$ cat config.mk
export PLATFORM = sky130hd
export DESIGN_NAME = branch_unit_flat
export DESIGN_NICKNAME = d
export VERILOG_FILES = /design/src/rtl/branch_unit_pkg.sv /design/src/rtl/branch_unit_if.sv /design/src/rtl/branch_unit_cond.sv /design/src/rtl/branch_unit.sv /design/src/flat_wrapper.sv
export SDC_FILE = /design/constraint.sdc
export NUM_CORES = 1
export LEC_CHECK = 0
export BUFFER_PORTS_ARGS = -buffer_cell sky130_fd_sc_hd__buf_4
export CORE_AREA = 8 8 92 94
export DETAILED_ROUTE_END_ITERATION = 6
export DIE_AREA = 0 0 100 102
export GPL_ROUTABILITY_DRIVEN = 0
export PLACE_DENSITY_LB_ADDON = 0.12
export SETUP_SLACK_MARGIN = 0.3
export SLEW_MARGIN = 10
export SYNTH_ARGS = -nofsm -noshare
export SYNTH_HDL_FRONTEND = slang
export SYNTH_HIERARCHICAL = 1
export SYNTH_SLANG_ARGS = --single-unit
$ cat constraint.sdc
create_clock -name iClock -period 3.36 [get_ports iClock]
set_input_delay 0.168 -clock iClock [delete_from_list [all_inputs] [get_ports iClock]]
set_output_delay 0.168 -clock iClock [all_outputs]
set_load 0.01 [all_outputs]
$ cat src/rtl/branch_unit_pkg.sv
// ---------------------------------------------------------------------------
// branch_unit_pkg
// Shared instruction definitions for the 8-bit two-accumulator pipeline:
// opcode constants, architectural flag bit positions inside the packed
// {CA,CB,ZA,ZB,NA,NB} flag vector, opcode group helpers that tell which
// flags an ALU opcode writes, and the branch condition encoding.
// ---------------------------------------------------------------------------
package branch_unit_pkg;

  // ALU opcodes, accumulator A
  localparam logic [5:0] OP_ADDA  = 6'h01;
  localparam logic [5:0] OP_ADDCA = 6'h02;
  localparam logic [5:0] OP_SUBA  = 6'h03;
  localparam logic [5:0] OP_SUBCA = 6'h04;
  localparam logic [5:0] OP_ANDA  = 6'h05;
  localparam logic [5:0] OP_ANDCA = 6'h06;
  localparam logic [5:0] OP_ORA   = 6'h07;
  localparam logic [5:0] OP_ORCA  = 6'h08;
  localparam logic [5:0] OP_ASLA  = 6'h09;
  localparam logic [5:0] OP_ASRA  = 6'h0A;

  // ALU opcodes, accumulator B
  localparam logic [5:0] OP_ADDB  = 6'h0B;
  localparam logic [5:0] OP_ADDCB = 6'h0C;
  localparam logic [5:0] OP_SUBB  = 6'h0D;
  localparam logic [5:0] OP_SUBCB = 6'h0E;
  localparam logic [5:0] OP_ANDB  = 6'h0F;
  localparam logic [5:0] OP_ANDCB = 6'h10;
  localparam logic [5:0] OP_ORB   = 6'h11;
  localparam logic [5:0] OP_ORCB  = 6'h12;

  // Control flow
  localparam logic [5:0] OP_JMP   = 6'h18;
  localparam logic [5:0] OP_BAEQ  = 6'h19;
  localparam logic [5:0] OP_BANE  = 6'h1A;
  localparam logic [5:0] OP_BACS  = 6'h1B;
  localparam logic [5:0] OP_BACC  = 6'h1C;
  localparam logic [5:0] OP_BAMI  = 6'h1D;
  localparam logic [5:0] OP_BAPL  = 6'h1E;
  localparam logic [5:0] OP_BBEQ  = 6'h1F;
  localparam logic [5:0] OP_BBNE  = 6'h20;
  localparam logic [5:0] OP_BBCS  = 6'h21;
  localparam logic [5:0] OP_BBCC  = 6'h22;
  localparam logic [5:0] OP_BBMI  = 6'h23;
  localparam logic [5:0] OP_BBPL  = 6'h24;

  // Bit positions in the packed flag vector {CA,CB,ZA,ZB,NA,NB}
  localparam int FLAG_NB = 0;
  localparam int FLAG_NA = 1;
  localparam int FLAG_ZB = 2;
  localparam int FLAG_ZA = 3;
  localparam int FLAG_CB = 4;
  localparam int FLAG_CA = 5;

  typedef enum logic [2:0] {
    COND_EQ,
    COND_NE,
    COND_CS,
    COND_CC,
    COND_MI,
    COND_PL
  } cond_e;

  // Arithmetic A ops: write CA, ZA, NA
  function automatic logic op_wr_a_czn(input logic [5:0] op);
    return op inside {OP_ADDA, OP_ADDCA, OP_SUBA, OP_SUBCA};
  endfunction

  // Logic/shift A ops: write ZA, NA only, carry is preserved
  function automatic logic op_wr_a_zn(input logic [5:0] op);
    return op inside {OP_ANDA, OP_ANDCA, OP_ORA, OP_ORCA, OP_ASLA, OP_ASRA};
  endfunction

  function automatic logic op_wr_b_czn(input logic [5:0] op);
    return op inside {OP_ADDB, OP_ADDCB, OP_SUBB, OP_SUBCB};
  endfunction

  function automatic logic op_wr_b_zn(input logic [5:0] op);
    return op inside {OP_ANDB, OP_ANDCB, OP_ORB, OP_ORCB};
  endfunction

  function automatic logic op_wr_a(input logic [5:0] op);
    return op_wr_a_czn(op) | op_wr_a_zn(op);
  endfunction

  function automatic logic op_wr_b(input logic [5:0] op);
    return op_wr_b_czn(op) | op_wr_b_zn(op);
  endfunction

endpackage

$ cat src/rtl/branch_unit_if.sv
// ---------------------------------------------------------------------------
// branch_unit_if
// Bundle between the pipeline (EX flag producer, ID branch source, PC/IF
// control) and the branch unit.
//   master : pipeline side, drives EX/ID info, receives stall/redirect
//   slave  : branch unit side
// EX side : iAluValid, iAluInstSel, iBCA/iBCB/iBAZ/iBBZ/iBAN/iBBN
// ID side : iBrValid, iBrInstSel, iBrTarget
// Results : oStall, oRedirect, oFlush, oPCTarget, oFlags, statistics counters
// ---------------------------------------------------------------------------
interface branch_unit_if #(
  parameter int ADDR_W = 10,
  parameter int CNT_W  = 16
);
  logic              iAluValid;
  logic [5:0]        iAluInstSel;
  logic              iBCA;
  logic              iBCB;
  logic              iBAZ;
  logic              iBBZ;
  logic              iBAN;
  logic              iBBN;
  logic              iBrValid;
  logic [5:0]        iBrInstSel;
  logic [ADDR_W-1:0] iBrTarget;

  logic              oStall;
  logic              oRedirect;
  logic              oFlush;
  logic [ADDR_W-1:0] oPCTarget;
  logic [5:0]        oFlags;
  logic [CNT_W-1:0]  oTakenCnt;
  logic [CNT_W-1:0]  oNotTakenCnt;
  logic [CNT_W-1:0]  oStallCnt;

  modport master (
    output iAluValid, iAluInstSel, iBCA, iBCB, iBAZ, iBBZ, iBAN, iBBN,
    output iBrValid, iBrInstSel, iBrTarget,
    input  oStall, oRedirect, oFlush, oPCTarget, oFlags,
    input  oTakenCnt, oNotTakenCnt, oStallCnt
  );

  modport slave (
    input  iAluValid, iAluInstSel, iBCA, iBCB, iBAZ, iBBZ, iBAN, iBBN,
    input  iBrValid, iBrInstSel, iBrTarget,
    output oStall, oRedirect, oFlush, oPCTarget, oFlags,
    output oTakenCnt, oNotTakenCnt, oStallCnt
  );
endinterface

$ cat src/rtl/branch_unit_cond.sv
// ---------------------------------------------------------------------------
// branch_cond
// Purely combinational branch decode and condition evaluation.
//   opcode    : instruction in ID
//   flags     : architectural flags {CA,CB,ZA,ZB,NA,NB}
//   is_branch : JMP or any conditional branch
//   is_cond   : conditional branch (BAxx / BBxx)
//   acc_sel   : 0 = tests accumulator A flags, 1 = accumulator B flags
//   taken     : branch would be taken on the given flags (JMP always)
// ---------------------------------------------------------------------------
module branch_cond
  import branch_unit_pkg::*;
(
  input  logic [5:0] opcode,
  input  logic [5:0] flags,
  output logic       is_branch,
  output logic       is_cond,
  output logic       acc_sel,
  output logic       taken
);

  cond_e cond;
  logic  c_sel;
  logic  z_sel;
  logic  n_sel;

  always_comb begin
    is_cond = 1'b1;
    acc_sel = 1'b0;
    cond    = COND_EQ;
    case (opcode)
      OP_BAEQ: cond = COND_EQ;
      OP_BANE: cond = COND_NE;
      OP_BACS: cond = COND_CS;
      OP_BACC: cond = COND_CC;
      OP_BAMI: cond = COND_MI;
      OP_BAPL: cond = COND_PL;
      OP_BBEQ: begin cond = COND_EQ; acc_sel = 1'b1; end
      OP_BBNE: begin cond = COND_NE; acc_sel = 1'b1; end
      OP_BBCS: begin cond = COND_CS; acc_sel = 1'b1; end
      OP_BBCC: begin cond = COND_CC; acc_sel = 1'b1; end
      OP_BBMI: begin cond = COND_MI; acc_sel = 1'b1; end
      OP_BBPL: begin cond = COND_PL; acc_sel = 1'b1; end
      default: is_cond = 1'b0;
    endcase
  end

  assign is_branch = is_cond | (opcode == OP_JMP);

  assign c_sel = acc_sel ? flags[FLAG_CB] : flags[FLAG_CA];
  assign z_sel = acc_sel ? flags[FLAG_ZB] : flags[FLAG_ZA];
  assign n_sel = acc_sel ? flags[FLAG_NB] : flags[FLAG_NA];

  always_comb begin
    taken = 1'b0;
    if (opcode == OP_JMP) begin
      taken = 1'b1;
    end else if (is_cond) begin
      case (cond)
        COND_EQ: taken = z_sel;
        COND_NE: taken = ~z_sel;
        COND_CS: taken = c_sel;
        COND_CC: taken = ~c_sel;
        COND_MI: taken = n_sel;
        COND_PL: taken = ~n_sel;
        default: taken = 1'b0;
      endcase
    end
  end

endmodule

$ cat src/rtl/branch_unit.sv
// ---------------------------------------------------------------------------
// branch_unit
// Consumes ALU condition flags, resolves JMP / conditional branches in ID,
// stalls ID one cycle on a flag read-after-write hazard and issues a
// one-cycle PC redirect + IF/ID flush for taken branches. Saturating
// taken / not-taken / stall counters are kept for debug.
//   iClock   : rising-edge clock
//   iReset_n : asynchronous active-low reset
//   bus      : branch_unit_if slave (EX flags, ID branch, redirect/stall out)
//
// state    | meaning
// ---------+-----------------------------------------------------------
// ST_IDLE  | evaluating branches in ID, may stall on a flag hazard
// ST_REDIR | redirect/flush cycle; ID holds wrong-path code and is ignored
// ---------------------------------------------------------------------------
module branch_unit
  import branch_unit_pkg::*;
#(
  parameter int ADDR_W = 10,
  parameter int CNT_W  = 16
) (
  input  logic         iClock,
  input  logic         iReset_n,
  branch_unit_if.slave bus
);

  localparam logic [0:0] ST_IDLE  = 1'b0;
  localparam logic [0:0] ST_REDIR = 1'b1;

  logic [0:0]        state_q;
  logic [0:0]        state_d;
  logic [5:0]        flags_q;
  logic [ADDR_W-1:0] pc_q;
  logic [CNT_W-1:0]  taken_q;
  logic [CNT_W-1:0]  not_taken_q;
  logic [CNT_W-1:0]  stall_q;

  logic is_branch;
  logic is_cond;
  logic acc_sel;
  logic br_taken;
  logic ex_wr_a;
  logic ex_wr_b;
  logic hazard;
  logic in_idle;
  logic stall;
  logic eval;

  branch_cond u_cond (
    .opcode    (bus.iBrInstSel),
    .flags     (flags_q),
    .is_branch (is_branch),
    .is_cond   (is_cond),
    .acc_sel   (acc_sel),
    .taken     (br_taken)
  );

  // Flag register: each opcode group only touches its own flags, so a
  // logic op on A keeps CA and a B op never disturbs the A flags.
  always_ff @(posedge iClock or negedge iReset_n) begin
    if (!iReset_n) begin
      flags_q <= '0;
    end else if (bus.iAluValid) begin
      if (op_wr_a_czn(bus.iAluInstSel)) begin
        flags_q[FLAG_CA] <= bus.iBCA;
      end
      if (op_wr_a(bus.iAluInstSel)) begin
        flags_q[FLAG_ZA] <= bus.iBAZ;
        flags_q[FLAG_NA] <= bus.iBAN;
      end
      if (op_wr_b_czn(bus.iAluInstSel)) begin
        flags_q[FLAG_CB] <= bus.iBCB;
      end
      if (op_wr_b(bus.iAluInstSel)) begin
        flags_q[FLAG_ZB] <= bus.iBBZ;
        flags_q[FLAG_NB] <= bus.iBBN;
      end
    end
  end

  // A conditional branch must wait when EX is about to rewrite any flag of
  // the accumulator it tests; the bubble inserted next cycle clears it.
  assign ex_wr_a = bus.iAluValid & op_wr_a(bus.iAluInstSel);
  assign ex_wr_b = bus.iAluValid & op_wr_b(bus.iAluInstSel);
  assign hazard  = bus.iBrValid & is_cond & (acc_sel ? ex_wr_b : ex_wr_a);

  assign in_idle = (state_q == ST_IDLE);
  assign stall   = in_idle & hazard;
  assign eval    = in_idle & bus.iBrValid & is_branch & ~hazard;

  always_comb begin
    state_d = state_q;
    case (state_q)
      ST_IDLE:  if (eval && br_taken) state_d = ST_REDIR;
      ST_REDIR: state_d = ST_IDLE;
      default:  state_d = ST_IDLE;
    endcase
  end

  always_ff @(posedge iClock or negedge iReset_n) begin
    if (!iReset_n) begin
      state_q <= ST_IDLE;
    end else begin
      state_q <= state_d;
    end
  end

  // Target is only loaded on a taken decision and otherwise holds.
  always_ff @(posedge iClock or negedge iReset_n) begin
    if (!iReset_n) begin
      pc_q <= '0;
    end else if (eval && br_taken) begin
      pc_q <= bus.iBrTarget;
    end
  end

  always_ff @(posedge iClock or negedge iReset_n) begin
    if (!iReset_n) begin
      taken_q     <= '0;
      not_taken_q <= '0;
      stall_q     <= '0;
    end else begin
      if (eval && br_taken && (taken_q != '1)) begin
        taken_q <= taken_q + CNT_W'(1);
      end
      if (eval && !br_taken && (not_taken_q != '1)) begin
        not_taken_q <= not_taken_q + CNT_W'(1);
      end
      if (stall && (stall_q != '1)) begin
        stall_q <= stall_q + CNT_W'(1);
      end
    end
  end

  // Stall is combinational from ID/EX; hold it low while reset is applied
  // so the pipeline is not frozen by stale opcodes during reset.
  assign bus.oStall       = stall & iReset_n;
  assign bus.oRedirect    = (state_q == ST_REDIR);
  assign bus.oFlush       = (state_q == ST_REDIR);
  assign bus.oPCTarget    = pc_q;
  assign bus.oFlags       = flags_q;
  assign bus.oTakenCnt    = taken_q;
  assign bus.oNotTakenCnt = not_taken_q;
  assign bus.oStallCnt    = stall_q;

endmodule

$ cat src/flat_wrapper.sv
// flat-port wrapper written by rule: the top's interface ports become plain ports
module branch_unit_flat import branch_unit_pkg::*;
#(
  parameter int ADDR_W = 10,
  parameter int CNT_W  = 16
)
  (iClock, iReset_n, bus_iAluValid, bus_iAluInstSel, bus_iBCA, bus_iBCB, bus_iBAZ, bus_iBBZ, bus_iBAN, bus_iBBN, bus_iBrValid, bus_iBrInstSel, bus_iBrTarget, bus_oStall, bus_oRedirect, bus_oFlush, bus_oPCTarget, bus_oFlags, bus_oTakenCnt, bus_oNotTakenCnt, bus_oStallCnt);
  branch_unit_if #(.ADDR_W(ADDR_W), .CNT_W(CNT_W)) bus_i ();
  input  logic iClock;
  input  logic iReset_n;
  input wire logic [$bits(bus_i.iAluValid)-1:0] bus_iAluValid;
  input wire logic [$bits(bus_i.iAluInstSel)-1:0] bus_iAluInstSel;
  input wire logic [$bits(bus_i.iBCA)-1:0] bus_iBCA;
  input wire logic [$bits(bus_i.iBCB)-1:0] bus_iBCB;
  input wire logic [$bits(bus_i.iBAZ)-1:0] bus_iBAZ;
  input wire logic [$bits(bus_i.iBBZ)-1:0] bus_iBBZ;
  input wire logic [$bits(bus_i.iBAN)-1:0] bus_iBAN;
  input wire logic [$bits(bus_i.iBBN)-1:0] bus_iBBN;
  input wire logic [$bits(bus_i.iBrValid)-1:0] bus_iBrValid;
  input wire logic [$bits(bus_i.iBrInstSel)-1:0] bus_iBrInstSel;
  input wire logic [$bits(bus_i.iBrTarget)-1:0] bus_iBrTarget;
  output wire logic [$bits(bus_i.oStall)-1:0] bus_oStall;
  output wire logic [$bits(bus_i.oRedirect)-1:0] bus_oRedirect;
  output wire logic [$bits(bus_i.oFlush)-1:0] bus_oFlush;
  output wire logic [$bits(bus_i.oPCTarget)-1:0] bus_oPCTarget;
  output wire logic [$bits(bus_i.oFlags)-1:0] bus_oFlags;
  output wire logic [$bits(bus_i.oTakenCnt)-1:0] bus_oTakenCnt;
  output wire logic [$bits(bus_i.oNotTakenCnt)-1:0] bus_oNotTakenCnt;
  output wire logic [$bits(bus_i.oStallCnt)-1:0] bus_oStallCnt;
  assign bus_i.iAluValid = bus_iAluValid;
  assign bus_i.iAluInstSel = bus_iAluInstSel;
  assign bus_i.iBCA = bus_iBCA;
  assign bus_i.iBCB = bus_iBCB;
  assign bus_i.iBAZ = bus_iBAZ;
  assign bus_i.iBBZ = bus_iBBZ;
  assign bus_i.iBAN = bus_iBAN;
  assign bus_i.iBBN = bus_iBBN;
  assign bus_i.iBrValid = bus_iBrValid;
  assign bus_i.iBrInstSel = bus_iBrInstSel;
  assign bus_i.iBrTarget = bus_iBrTarget;
  assign bus_oStall = bus_i.oStall;
  assign bus_oRedirect = bus_i.oRedirect;
  assign bus_oFlush = bus_i.oFlush;
  assign bus_oPCTarget = bus_i.oPCTarget;
  assign bus_oFlags = bus_i.oFlags;
  assign bus_oTakenCnt = bus_i.oTakenCnt;
  assign bus_oNotTakenCnt = bus_i.oNotTakenCnt;
  assign bus_oStallCnt = bus_i.oStallCnt;
  branch_unit #(.ADDR_W(ADDR_W), .CNT_W(CNT_W)) u_core (.iClock(iClock), .iReset_n(iReset_n), .bus(bus_i));
endmodule
==> flow_summary.ini <==
[status]
status = finished clean

[placement]
dpl.cell_count = 527
hpwl_um = 6530
port_buffers = 98

[min_path]
hold_class = in -> reg

[timing]
finalSetupTns_ps = 0
hold_slack_ps = 42.1
timing.final.crit_share_pct = 86.3
finalSetupViolCount = 0
relSlewSlack_pct = 45.1
rsz0062_at_grt = false
skew_ps = 9.65
final-hold-violation-count = 0
worst_pin_slew_ps = 824
timing.final.max_slew_violations = 0
min_period_ps = 2900
fmaxAchievable_mhz = 345

[global_routing]
grt.overflow.total = 0
grt_pass1_vias = 3045
met2_usage_pct = 27.9
grt_pass1_wl_um = 14300
met1_usage_pct = 20.9
grt_start_max_net_pins = 67
antenna_found_initial = 0
grtUsageTotal_pct = 17.3
grt_busiest_layer = met2
grt_use_met3_pct = 6.13

[floorplan]
dieArea_um2 = 10200
ioPinCount = 99
row_count = 31
start_util_pct = 50.6
fp.dieW_um = 100
coreArea_um2 = 7060
die_h_um = 102

[yosys]
postSynth.asyncResetShare_pct = 100
yosys.area_share.simple_pct = 24.4
yosys.area.top_type = dfrtp_1
synth_cell_types = 58
synth_edf_count = 0
netlist_instances = 335
synth-xor-area-share_pct = 10.0
synth_area_leaders = dfrtp_1, xor2_1, mux2_1
synth-seq-area-share_pct = 45.5
synth.most_common_cell = dfrtp_1
synthAdderAreaFrac_pct = 1.05
synth_top_family_by_area = simple AND/OR/NAND/NOR gates
synthTopCellsByCount = dfrtp_1, xor2_1, nand3_1
synth-main-ff-cell = dfrtp_1
yosys_warnings = 6
synth_top_area_share_pct = 45.5
syn_nets = 370
synth-seq-cells = 65
postSynthAreaPerCell_um2 = 10.7
syn-cell-area_um2 = 3570
synth_compound_area_share_pct = 7.56
muxShareOfSynthArea_pct = 9.03

[worst_setup_path]
worstSetupStartpointType = primary input
critPathMaxFanout = 8
crit_arrival_ps = 3110
crit_required_ps = 3570
path_class = in -> reg
end_kind = flop

[drt]
drtIter0Drc = 148
via_count = 3040
drt_pass1_iterations = 4
drc = 0
via_per_inst = 5.58
drt-total-wl_um = 8810
antenna_left = 0
wl_per_cell_um = 16.2

[power]
power.total_mw = 2.06
vdd_ir_drop_max_mv = 0.315
powerDensity_nw_per_um2 = 445
p_leak_nw = 2.25

[final_layout]
instances_no_fill = 545
n_antenna_cell = 0
area_delta_synth_final_pct = 29.7
num-nets-final = 476
nFillCells = 602
drive_gt1_share_pct = 32.5

[clock_network]
clk_path_buf_depth = 2
worstSkewPairLatency_ps = 330
cts.sinks = 65
cts_tree = built
cts_root_buf = clkbuf_8
h-tree-depth = 3
clkTransAtPathRegs_ps = 70
cts_made_buffers = 9

[flow_run]
maxCapViolCount = 0
-- per-stage QoR --
stage               instance area [um^2]  setup WS [ps]  utilization (%)
floorplan                           3570            477                -
global placement                    4410            236             62.5
detailed placement                  4410           97.6             62.5
CTS                                 4630            447             65.6
global route                        4640            329             65.7
finish                              4640            461             65.7
-- registers in the layout, summed over array words and instances (netlist names) --
register                 count
u_core/bus.oFlags            6
u_core/bus.oStallCnt        16
u_core/bus.oTakenCnt        16
u_core/bus.oPCTarget        10
u_core/bus.oNotTakenCnt     16
u_core/bus.oFlush            1
-- cells by family (layout without fill, tap and decap cells) --
family,after synthesis,count (layout)
AOI/OAI and AO/OA,32,32
xor gates and xnor gates,41,41
muxes,29,29
and+or+nand+nor,149,149
adders and majority gates,3,3
DFF,65,65
buffers and inverters,16,127
-- timing repair --
item / 4_1_cts / 5_1_grt
hold endpoints to repair: 65 / 0
hold buffers: 1 / 0
resized for setup: 0 / 0
setup buffers: 0 / 1
setup endpoints to repair: 0 / 1
-- power by group --
group / switching (mW) / total (mW) / internal [mW]
clock network: 0.311 / 0.675 / 0.364
registers: 0.0976 / 0.970 / 0.872
logic: 0.193 / 0.419 / 0.226
total: 0.602 / 2.06 / 1.46
-- worst paths after layout --
kind	from	end	slack [ps]	depth (start not counted)
max	bus_iBrInstSel[4]	u_core/bus.oTakenCnt[14]$_DFFE_PN0P_	460	13
min	bus_iBrTarget[8]	u_core/bus.oPCTarget[8]$_DFFE_PN0P_	40	2
max reg2reg	u_core/bus.oFlags[2]$_DFFE_PN0P_	u_core/bus.oTakenCnt[14]$_DFFE_PN0P_	710	12
min reg2reg	u_core/bus.oPCTarget[1]$_DFFE_PN0P_	u_core/bus.oPCTarget[1]$_DFFE_PN0P_	490	1
max in group asynchronous	iReset_n	u_core/bus.oTakenCnt[15]$_DFFE_PN0P_	2350	2
min in group asynchronous	iReset_n	u_core/bus.oStallCnt[8]$_DFFE_PN0P_	470	2
-- worst max-delay path, cell delays in order --
cell	delay, ps
buf_4	120
or3b_1	510
o22ai_4	290
mux2i_1	130
o22ai_2	210
a211oi_1	90
a211oi_2	270
inv_1	110
or2_2	360
a211oi_2	210
buf_4	210
nand4_1	110
mux2_1	330
-- placed cells by master (no fill, tap or decap), drive strengths merged, types with 4 or more instances in the layout --
cell type	n
buf	106
dfrtp	65
xor2	24
nand3	24
mux2	23
nand2	19
nor3	17
xnor2	17
nand4	17
nor4	15
and3	11
nor2	11
clkbuf	10
a21oi	6
mux2i	6
a211oi	6
nand2b	5
o21ai	5
or2	5
inv	4
and4	4
a22oi	4
-- metal layers --
| layer | part of all wire, % | wire length, um | vias up |
|---|---|---|---|
| met2 | 48 | 4220 | 100 |
| li1 | - | - | 1453 |
| met4 | 0.58 | 51 | 0 |
| met5 | 0 | 0 | - |
| met1 | 44 | 3910 | 1482 |
| met3 | 7.1 | 629 | 5 |
-- layout make-up --
| cell class | count | area (um^2) | area share, % |
|---|---|---|---|
| Timing Repair Buffer | 107 | 806 | 17.4 |
| Clock inverter | 6 | 67.6 | 1.46 |
| Clock buffer | 10 | 138 | 2.97 |
| Sequential cell | 65 | 1630 | 35.1 |
| Multi-Input combinational cell | 254 | 1860 | 40.1 |
| Tap cell | 99 | 124 | 2.67 |
| Inverter | 4 | 15.0 | 0.324 |
No activity file was read; power rests on OpenSTA's default activity.
